===== src/rtl/stability_digit_ctrl.sv =====
// Stability score controller: saturating level register, NORMAL/WARN/DEPLETED classification,
// blinking/steady decimal-point request and a zero-entry pulse for the stability digit.
module stability_digit_ctrl #(
    parameter int unsigned INIT_LEVEL = 9,
    parameter int unsigned MAX_LEVEL  = 15,
    parameter int unsigned WARN_LEVEL = 3,
    parameter int unsigned BLINK_HALF = 25000000
) (
    input  logic       clk,
    input  logic       rst,
    input  logic       inc_pulse,
    input  logic       dec_pulse,
    input  logic [3:0] amount,
    input  logic       set_valid,
    input  logic [3:0] set_value,
    input  logic       freeze,
    output logic [3:0] hex_value,
    output logic       dp_out,
    output logic       critical,
    output logic       zero_event
);

    localparam int unsigned CntW    = (BLINK_HALF > 2) ? $clog2(BLINK_HALF) : 1;
    localparam logic [3:0]  MaxLvl  = 4'(MAX_LEVEL);
    localparam logic [3:0]  WarnLvl = 4'(WARN_LEVEL);
    localparam logic [3:0]  InitLvl = 4'(INIT_LEVEL);
    localparam logic [CntW-1:0] CntLast = CntW'(BLINK_HALF - 1);

    typedef enum logic [1:0] {StNormal, StWarn, StDepleted} state_e;

    function automatic state_e level_to_state(input logic [3:0] lvl);
        if (lvl == 4'd0) begin
            return StDepleted;
        end else if (lvl <= WarnLvl) begin
            return StWarn;
        end
        return StNormal;
    endfunction

    logic [3:0]      level_q, level_d;
    state_e          state_q, state_d;
    logic [CntW-1:0] cnt_q, cnt_d;
    logic            phase_q, phase_d;
    logic            zero_q, zero_d;
    logic [4:0]      sum;

    always_comb begin
        sum     = {1'b0, level_q} + {1'b0, amount};
        level_d = level_q;
        if (set_valid) begin
            level_d = (set_value > MaxLvl) ? MaxLvl : set_value;
        end else if (freeze || (inc_pulse && dec_pulse)) begin
            level_d = level_q;
        end else if (inc_pulse) begin
            level_d = (sum > {1'b0, MaxLvl}) ? MaxLvl : sum[3:0];
        end else if (dec_pulse) begin
            level_d = (level_q >= amount) ? (level_q - amount) : 4'd0;
        end
        state_d = level_to_state(level_d);
        zero_d  = (level_d == 4'd0) && (level_q != 4'd0);
    end

    // Blink restarts only on entry into WARN; moves within WARN keep the running phase.
    always_comb begin
        cnt_d   = '0;
        phase_d = 1'b1;
        if (state_d == StWarn && state_q == StWarn) begin
            if (cnt_q == CntLast) begin
                cnt_d   = '0;
                phase_d = ~phase_q;
            end else begin
                cnt_d   = cnt_q + 1'b1;
                phase_d = phase_q;
            end
        end
    end

    always_ff @(posedge clk) begin
        if (rst) begin
            level_q <= InitLvl;
            state_q <= level_to_state(InitLvl);
            cnt_q   <= '0;
            phase_q <= 1'b1;
            zero_q  <= 1'b0;
        end else begin
            level_q <= level_d;
            state_q <= state_d;
            cnt_q   <= cnt_d;
            phase_q <= phase_d;
            zero_q  <= zero_d;
        end
    end

    always_comb begin
        dp_out = 1'b0;
        unique case (state_q)
            StNormal:   dp_out = 1'b0;
            StWarn:     dp_out = phase_q;
            StDepleted: dp_out = 1'b1;
            default:    dp_out = 1'b0;
        endcase
    end

    assign hex_value  = level_q;
    assign critical   = (state_q != StNormal);
    assign zero_event = zero_q;

endmodule

===== config.mk =====
export PLATFORM = sky130hd
export DESIGN_NAME = stability_digit_ctrl
export DESIGN_NICKNAME = d
export VERILOG_FILES = /design/src/rtl/stability_digit_ctrl.sv
export SDC_FILE = /design/constraint.sdc
export NUM_CORES = 1
export LEC_CHECK = 0
export ABC_CLOCK_PERIOD_IN_PS = 2500
export BUFFER_PORTS_ARGS = -buffer_cell sky130_fd_sc_hd__buf_2
export CAP_MARGIN = 20
export CORE_AREA = 4 4 73 143
export DETAILED_ROUTE_END_ITERATION = 7
export DIE_AREA = 0 0 77 147
export PLACE_DENSITY_LB_ADDON = 0.3
export SKIP_LAST_GASP = 1
export SLEW_MARGIN = 0
export SYNTH_ARGS = -nofsm -noshare
export SYNTH_HDL_FRONTEND = slang
export SYNTH_SLANG_ARGS = --single-unit

===== constraint.sdc =====
create_clock -name clk -period 2.5 [get_ports clk]
set_input_delay 0.125 -clock clk [delete_from_list [all_inputs] [get_ports clk]]
set_output_delay 0.125 -clock clk [all_outputs]
set_load 0.05 [all_outputs]

After elaboration in Yosys (flattened, before gate mapping)
Index checks and enable logic that the tools add are counted.

Input port bits: 14. Bits in registers: 33. Output and inout bits: 7. Word-level logic and storage cells: 40.

Bitwise operators: 2. Multiplexer cells: 13. Order comparisons: 4. Reduce and logical (&&, ||, !) cells: 9. Eq/ne operators: 4. $add $sub $neg: 3.

Operators with widths (count): two-way mux 4 bit (7); adder 25 x 1 -> 25 bit, second input constant (1); == test 25 bit, second input constant (1); two-way mux 2 bit (3); adder 4 x 4 -> 5 bit (1); > comparator 5 x 4 -> 1 bit, second input constant (1); == test 2 x 1 -> 1 bit, second input constant (2); >= comparator 4 bit (1); > comparator 4 bit, second input constant (1); less-or-equal comparator 4 x 2 -> 1 bit, second input constant (1); zero test 4 bit (1); nonzero test 4 bit (1); subtractor 4 bit (1); logical AND 1 bit (3); OR reduction 3 bit (1); == test 2 bit, second input constant (1); two-way mux 1 bit (2); inverter 1 bit (2); one-hot mux 1 bit (2 select lines) (1); nonzero test 2 bit (1); OR reduction 2 bit (1); logical OR 1 bit (1).

Depth between registers and ports, before layout
Depth after elaboration: 14. Mapped depth: 12.

Worst setup path after synthesis
No wires, ideal clock.

Path type: register to register. Start point: register level_q[0] (netlist: hex_value[0]). End point: register phase_q. Library setup time: 127 ps. Clock period less this slack: 2824 ps. Stages on the path, launching flop included: 10. Data arrival time: 2697 ps. Buffers on the path: 0. Data required time: 2373 ps. Setup slack: -324 ps. Path through: dfxtp_1 -> ha_1 -> inv_1 -> fa_1 -> nor3_2 -> nor3_1 -> a31o_2 -> o41ai_4 -> nor2_2 -> or3_1.

Word-level cells in the longest chain between the ends: 14. Elaborated cells on any way between the ends: 20.

RTL lines: start: declaration (RTL line 40) `logic [3:0] level_q, level_d;`; start signal: assignment (RTL line 80) `level_q <= InitLvl;`; start signal: assignment (RTL line 86) `level_q <= level_d;`; adder 4 x 4 -> 5 bit (tied with other cells) (RTL line 48) `sum = {1'b0, level_q} + {1'b0, amount};`; > comparator 5 x 4 -> 1 bit or two-way mux 4 bit (tied branches) (RTL line 55, 57); two-way mux 4 bit, on equally long branches (RTL line 55, 56); two-way mux 4 bit (RTL line 54) `end else if (inc_pulse) begin`; two-way mux 4 bit * (RTL line 52) `end else if (freeze || (inc_pulse && dec_pulse)) begin`; two-way mux 4 bit * (RTL line 50) `if (set_valid) begin`; less-or-equal comparator 4 x 2 -> 1 bit (RTL line 34) `end else if (lvl <= WarnLvl) begin`; two-way mux 1 bit (RTL line 34); two-way mux 1 bit (RTL line 32) `if (lvl == 4'd0) begin`; two-way mux 2 bit * (RTL line 37) `return StNormal;`; == test 2 x 1 -> 1 bit * (RTL line 67) `if (state_d == StWarn && state_q == StWarn) begin`; logical AND 1 bit * (RTL line 67); inverter 1 bit (no source line) *; OR reduction 2 bit (no source line) *; end signal: assignment (RTL line 89) `phase_q <= phase_d;`; end: declaration (RTL line 43) `logic phase_q, phase_d;`.

Mark *: on every way between the ends. The rest lies on a longest branch, timed or not. A chain may end at the register's enable or synchronous reset.

Worst setup path in the final report
Start point: register level_q[0] (netlist: hex_value[0]). End point: register cnt_q[6].

Word-level cells in the longest chain between the ends: 14. Elaborated cells on any way between the ends: 20.

RTL lines: adder 4 x 4 -> 5 bit (tied with other cells) (RTL line 48); > comparator 5 x 4 -> 1 bit or two-way mux 4 bit (tied branches) (RTL line 55, 57); two-way mux 4 bit, on equally long branches (RTL line 55, 56); two-way mux 4 bit (RTL line 54); two-way mux 4 bit * (RTL line 52); two-way mux 4 bit * (RTL line 50); less-or-equal comparator 4 x 2 -> 1 bit (RTL line 34); two-way mux 1 bit (RTL line 34); two-way mux 1 bit (RTL line 32); two-way mux 2 bit * (RTL line 37); == test 2 x 1 -> 1 bit * (RTL line 67); logical AND 1 bit * (RTL line 67); inverter 1 bit (no source line) *; OR reduction 3 bit (no source line) *; end signal: assignment (RTL line 88) `cnt_q <= cnt_d;`; end: declaration (RTL line 42) `logic [CntW-1:0] cnt_q, cnt_d;`.

Marked as above.

==> metrics.txt <==
# TYPE chip_impl_metric gauge
chip_impl_metric{name="top_level_ports",unit=""} 21
chip_impl_info{name="violations",value="setup timing"} 1
chip_impl_metric{name="gr-total-overflow",unit=""} 0
chip_impl_metric{name="post_dp_cell_area",unit="sq mm"} 0.00256
chip_impl_metric{name="floorplan.initialDensity",unit="%"} 24.7
chip_impl_metric{name="cts_made_buffers",unit=""} 5
chip_impl_metric{name="global_route.usage.met3",unit="%"} 2.15
chip_impl_metric{name="totalWireLength",unit="um"} 6070
chip_impl_metric{name="finalCoreUtilization",unit="%"} 32.1
chip_impl_metric{name="cts_buffer_depth",unit=""} 2
chip_impl_info{name="endpoint_kind",value="flop"} 1
chip_impl_metric{name="post-dp-hpwl",unit="um"} 4400
chip_impl_metric{name="vias",unit=""} 1951
chip_impl_metric{name="avg_cell_area_syn",unit="sq um"} 8.83
chip_impl_metric{name="ratio_of_cells_with_drive_above_1_in_the_final_layout",unit="%"} 34.7
chip_impl_metric{name="final_min_period_over_clock_period",unit="%"} 100
chip_impl_metric{name="chipHeight",unit="um"} 147
chip_impl_metric{name="stdcell_area",unit="sq mm"} 0.00299
chip_impl_metric{name="insertion_delay",unit="ns"} 0.28
chip_impl_metric{name="route.detailed.wl_per_inst",unit="um"} 15.1
chip_impl_info{name="cts_tree",value="done"} 1
chip_impl_metric{name="drv_cap",unit=""} 0
chip_impl_metric{name="grt_usage",unit="%"} 10.9
chip_impl_metric{name="totalNegativeSetupSlack",unit="ns"} -0.0215
chip_impl_metric{name="buffer_ports.inserted",unit=""} 20
chip_impl_metric{name="synthCells",unit=""} 261
chip_impl_metric{name="critical_path.max_fanout",unit=""} 8
chip_impl_metric{name="cts_htree_levels",unit=""} 2
chip_impl_info{name="postSynth.topFlopCell",value="sky130_fd_sc_hd__dfxtp_1"} 1
chip_impl_metric{name="final_nets",unit=""} 324
chip_impl_metric{name="groute.layer.met1.usage",unit="%"} 10.0
chip_impl_metric{name="postSynth.asyncResetShare",unit="%"} 0
chip_impl_metric{name="hold_ws",unit="ns"} 0.0792
chip_impl_metric{name="timing.slew.headroom",unit="%"} 73.5
chip_impl_metric{name="design.die.area",unit="sq mm"} 0.0113
chip_impl_metric{name="number_of_failing_hold_endpoints_at_the_final_stage",unit=""} 0
chip_impl_metric{name="worst-endpoint-required",unit="ns"} 2.70
chip_impl_metric{name="fillerInstances",unit=""} 988
chip_impl_metric{name="syn_to_final_growth",unit="%"} 29.9
chip_impl_metric{name="finalWeightedCongestion",unit=""} 0.827
chip_impl_metric{name="final.setup_skew",unit="ns"} 0.00520
chip_impl_metric{name="first_pass_grt_wire_length",unit="um"} 9700
chip_impl_metric{name="number_of_global_route_vias_before_repair",unit=""} 2033
chip_impl_metric{name="detail-route-antenna-nets",unit=""} 0
chip_impl_metric{name="synth_edf_count",unit=""} 0
chip_impl_metric{name="max_clock_freq",unit="MHz"} 398
chip_impl_metric{name="post_route_total_power",unit="uW"} 1580
chip_impl_metric{name="total_clock_sinks",unit=""} 33
chip_impl_info{name="final_common_cell",value="sky130_fd_sc_hd__nand2_1"} 1
chip_impl_metric{name="worst-slew-pin-transition",unit="ns"} 0.393
chip_impl_metric{name="synth.cell_area",unit="sq mm"} 0.00230
chip_impl_metric{name="postCtsHoldBufs",unit=""} 0
chip_impl_metric{name="number_of_nets_produced_by_synthesis",unit=""} 289
chip_impl_metric{name="global_route.usage.met2",unit="%"} 21.5
chip_impl_metric{name="drtIter0Drc",unit=""} 65
chip_impl_info{name="hold_path.startpoint",value="rst"} 1
chip_impl_metric{name="postSynthRegisterBits",unit=""} 33
chip_impl_metric{name="floorplan.rows",unit=""} 50
chip_impl_metric{name="post_synth_num_cell_types",unit=""} 48
chip_impl_metric{name="drcViolationCount",unit=""} 0
chip_impl_info{name="run_status",value="finished with violations"} 1
chip_impl_metric{name="synthesis.yosys.warnings",unit=""} 0
chip_impl_metric{name="vias_per_cell",unit=""} 4.87
chip_impl_metric{name="arrival",unit="ns"} 2.71
chip_impl_info{name="layout_common_cells",value="36 x sky130_fd_sc_hd__nand2_1, 29 x sky130_fd_sc_hd__dfxtp_1, 20 x sky130_fd_sc_hd__nor3_2, 20 x sky130_fd_sc_hd__buf_2, 16 x sky130_fd_sc_hd__xor2_1"} 1
chip_impl_metric{name="path_clk_slew",unit="ns"} 0.05
chip_impl_metric{name="antenna_cells",unit=""} 0
chip_impl_metric{name="final-max-slew-violation-count",unit=""} 0
chip_impl_info{name="rr_startpoint",value="hex_value[0]"} 1
chip_impl_metric{name="initial_antenna_violation_count",unit=""} 0
chip_impl_info{name="worst_hold_path_type",value="input pin to flop"} 1
chip_impl_info{name="rsz0062_at_grt",value="true"} 1
chip_impl_info{name="timing.setup.critical_path_class",value="flop to flop"} 1
chip_impl_metric{name="synth_seq_area_share",unit="%"} 28.7
chip_impl_metric{name="final-setup-viol-count",unit=""} 2
chip_impl_metric{name="power.static_leakage",unit="uW"} 0.00113
chip_impl_metric{name="powerDensity",unit="mW/mm^2"} 527
chip_impl_metric{name="core_area",unit="sq mm"} 0.00932
chip_impl_metric{name="fp.dieW",unit="um"} 77
chip_impl_metric{name="dr.pass1.iters",unit=""} 3
chip_impl_info{name="crit_path_start",value="hex_value[0]"} 1
chip_impl_metric{name="period_needed",unit="ns"} 2.51
chip_impl_info{name="grt_most_used_layer",value="met2"} 1
chip_impl_metric{name="finalWorstSetupSlack",unit="ns"} -0.0124
chip_impl_info{name="startpoint_type",value="flop"} 1
chip_impl_metric{name="worst_ir_drop_vdd",unit="mV"} 0.234
chip_impl_metric{name="grt_start_max_net_pins",unit=""} 19
chip_impl_info{name="ctsRootBufferMaster",value="sky130_fd_sc_hd__clkbuf_16"} 1
## critical path: stages, from the launching register on
cell and delay, ns:
sky130_fd_sc_hd__dfxtp_4 0.36, sky130_fd_sc_hd__buf_6 0.11, sky130_fd_sc_hd__ha_4 0.12, sky130_fd_sc_hd__inv_1 0.05, sky130_fd_sc_hd__fa_2 0.38, sky130_fd_sc_hd__nor3_2 0.15
sky130_fd_sc_hd__nor3_2 0.09, sky130_fd_sc_hd__a2111o_1 0.41, sky130_fd_sc_hd__o221ai_4 0.20, sky130_fd_sc_hd__nor2_4 0.12, sky130_fd_sc_hd__buf_12 0.17, sky130_fd_sc_hd__nor4b_4 0.26
## logic make-up (layout without fill, tap and decap cells)
logic type | Yosys count | in the layout | synth area share (%)
buffers and inverters | 30 | 66 | 7.44
DFF | 33 | 33 | 28.7
xor gates and xnor gates | 26 | 26 | 9.88
and+or+nand+nor | 130 | 130 | 35.7
adders and majority gates | 14 | 14 | 8.25
AOI/OAI and AO/OA | 28 | 28 | 10.1
## sequential cells by signal, summed over array words and instances (netlist names)
| signal | flops |
|---|---|
| cnt_q | 25 |
| hex_value | 4 |
| phase_q | 1 |
| state_q | 2 |
| zero_event | 1 |
## synthesized netlist by cell type (all sizes together), types with 2 or more instances
cell | number | share of area, %
buf | 12 | 4.5
nand3 | 9 | 2.0
a21o | 2 | 0.65
nor4 | 7 | 1.9
inv | 16 | 2.6
o211ai | 2 | 0.65
or2 | 2 | 0.54
clkbuf | 2 | 0.33
dfxtp | 33 | 29
nor4b | 7 | 3.7
and4 | 4 | 1.5
nand3b | 3 | 0.98
xnor2 | 10 | 3.8
nand4 | 4 | 1.1
fa | 2 | 1.7
ha | 12 | 6.5
nand2 | 36 | 5.9
a21oi | 8 | 1.9
nor2b | 7 | 1.9
nor3b | 2 | 0.87
nor2 | 12 | 2.1
o21ai | 4 | 1.0
xor2 | 16 | 6.1
nor3 | 31 | 12
and2 | 2 | 0.54
## layer usage
| layer | vias up | routed length, um |
|---|---|---|
| met2 | 26 | 3660 |
| met5 | - | 0 |
| met1 | 940 | 2140 |
| li1 | 979 | - |
| met4 | 0 | 125 |
| met3 | 6 | 148 |
## final timing paths
path,endpoint,slack (ns),depth (start not counted)
max,cnt_q[6],-0.01,11
min,hex_value[1],0.08,2
max reg2reg,cnt_q[6],-0.01,11
min reg2reg,cnt_q[0],0.50,1
## power by group
group          total (uW)  internal (uW)  leakage (uW)  switching [uW]
clock                 592            365     0.0000706             227
combinational         437            186      0.000790             252
sequential            547            537      0.000268            9.66
total                1580           1090       0.00113             488
## through the flow
step	setup slack, ns	cells
detailed placement	-0.137	385
global placement	-0.111	385
floorplan	0.00707	261
global route	-0.123	401
finish	-0.0124	401
CTS	0.00629	395
## what timing repair did
item,CTS,global route
gates cloned,1,2
pin swaps,5,15
resized for setup,2,34
setup buffers,1,4
endpoints found under the setup margin,25,29
## layout make-up
cell class | count | area (sq um) | area share [%]
clock buffers | 6 | 129 | 4.31
clock inverters | 2 | 10.0 | 0.334
inverters | 16 | 62.6 | 2.09
multi-input cells | 198 | 1630 | 54.3
flip-flops and latches | 33 | 671 | 22.4
well taps | 104 | 130 | 4.35
repair buffers | 42 | 365 | 12.2
Power figures use the tool's default switching activity.
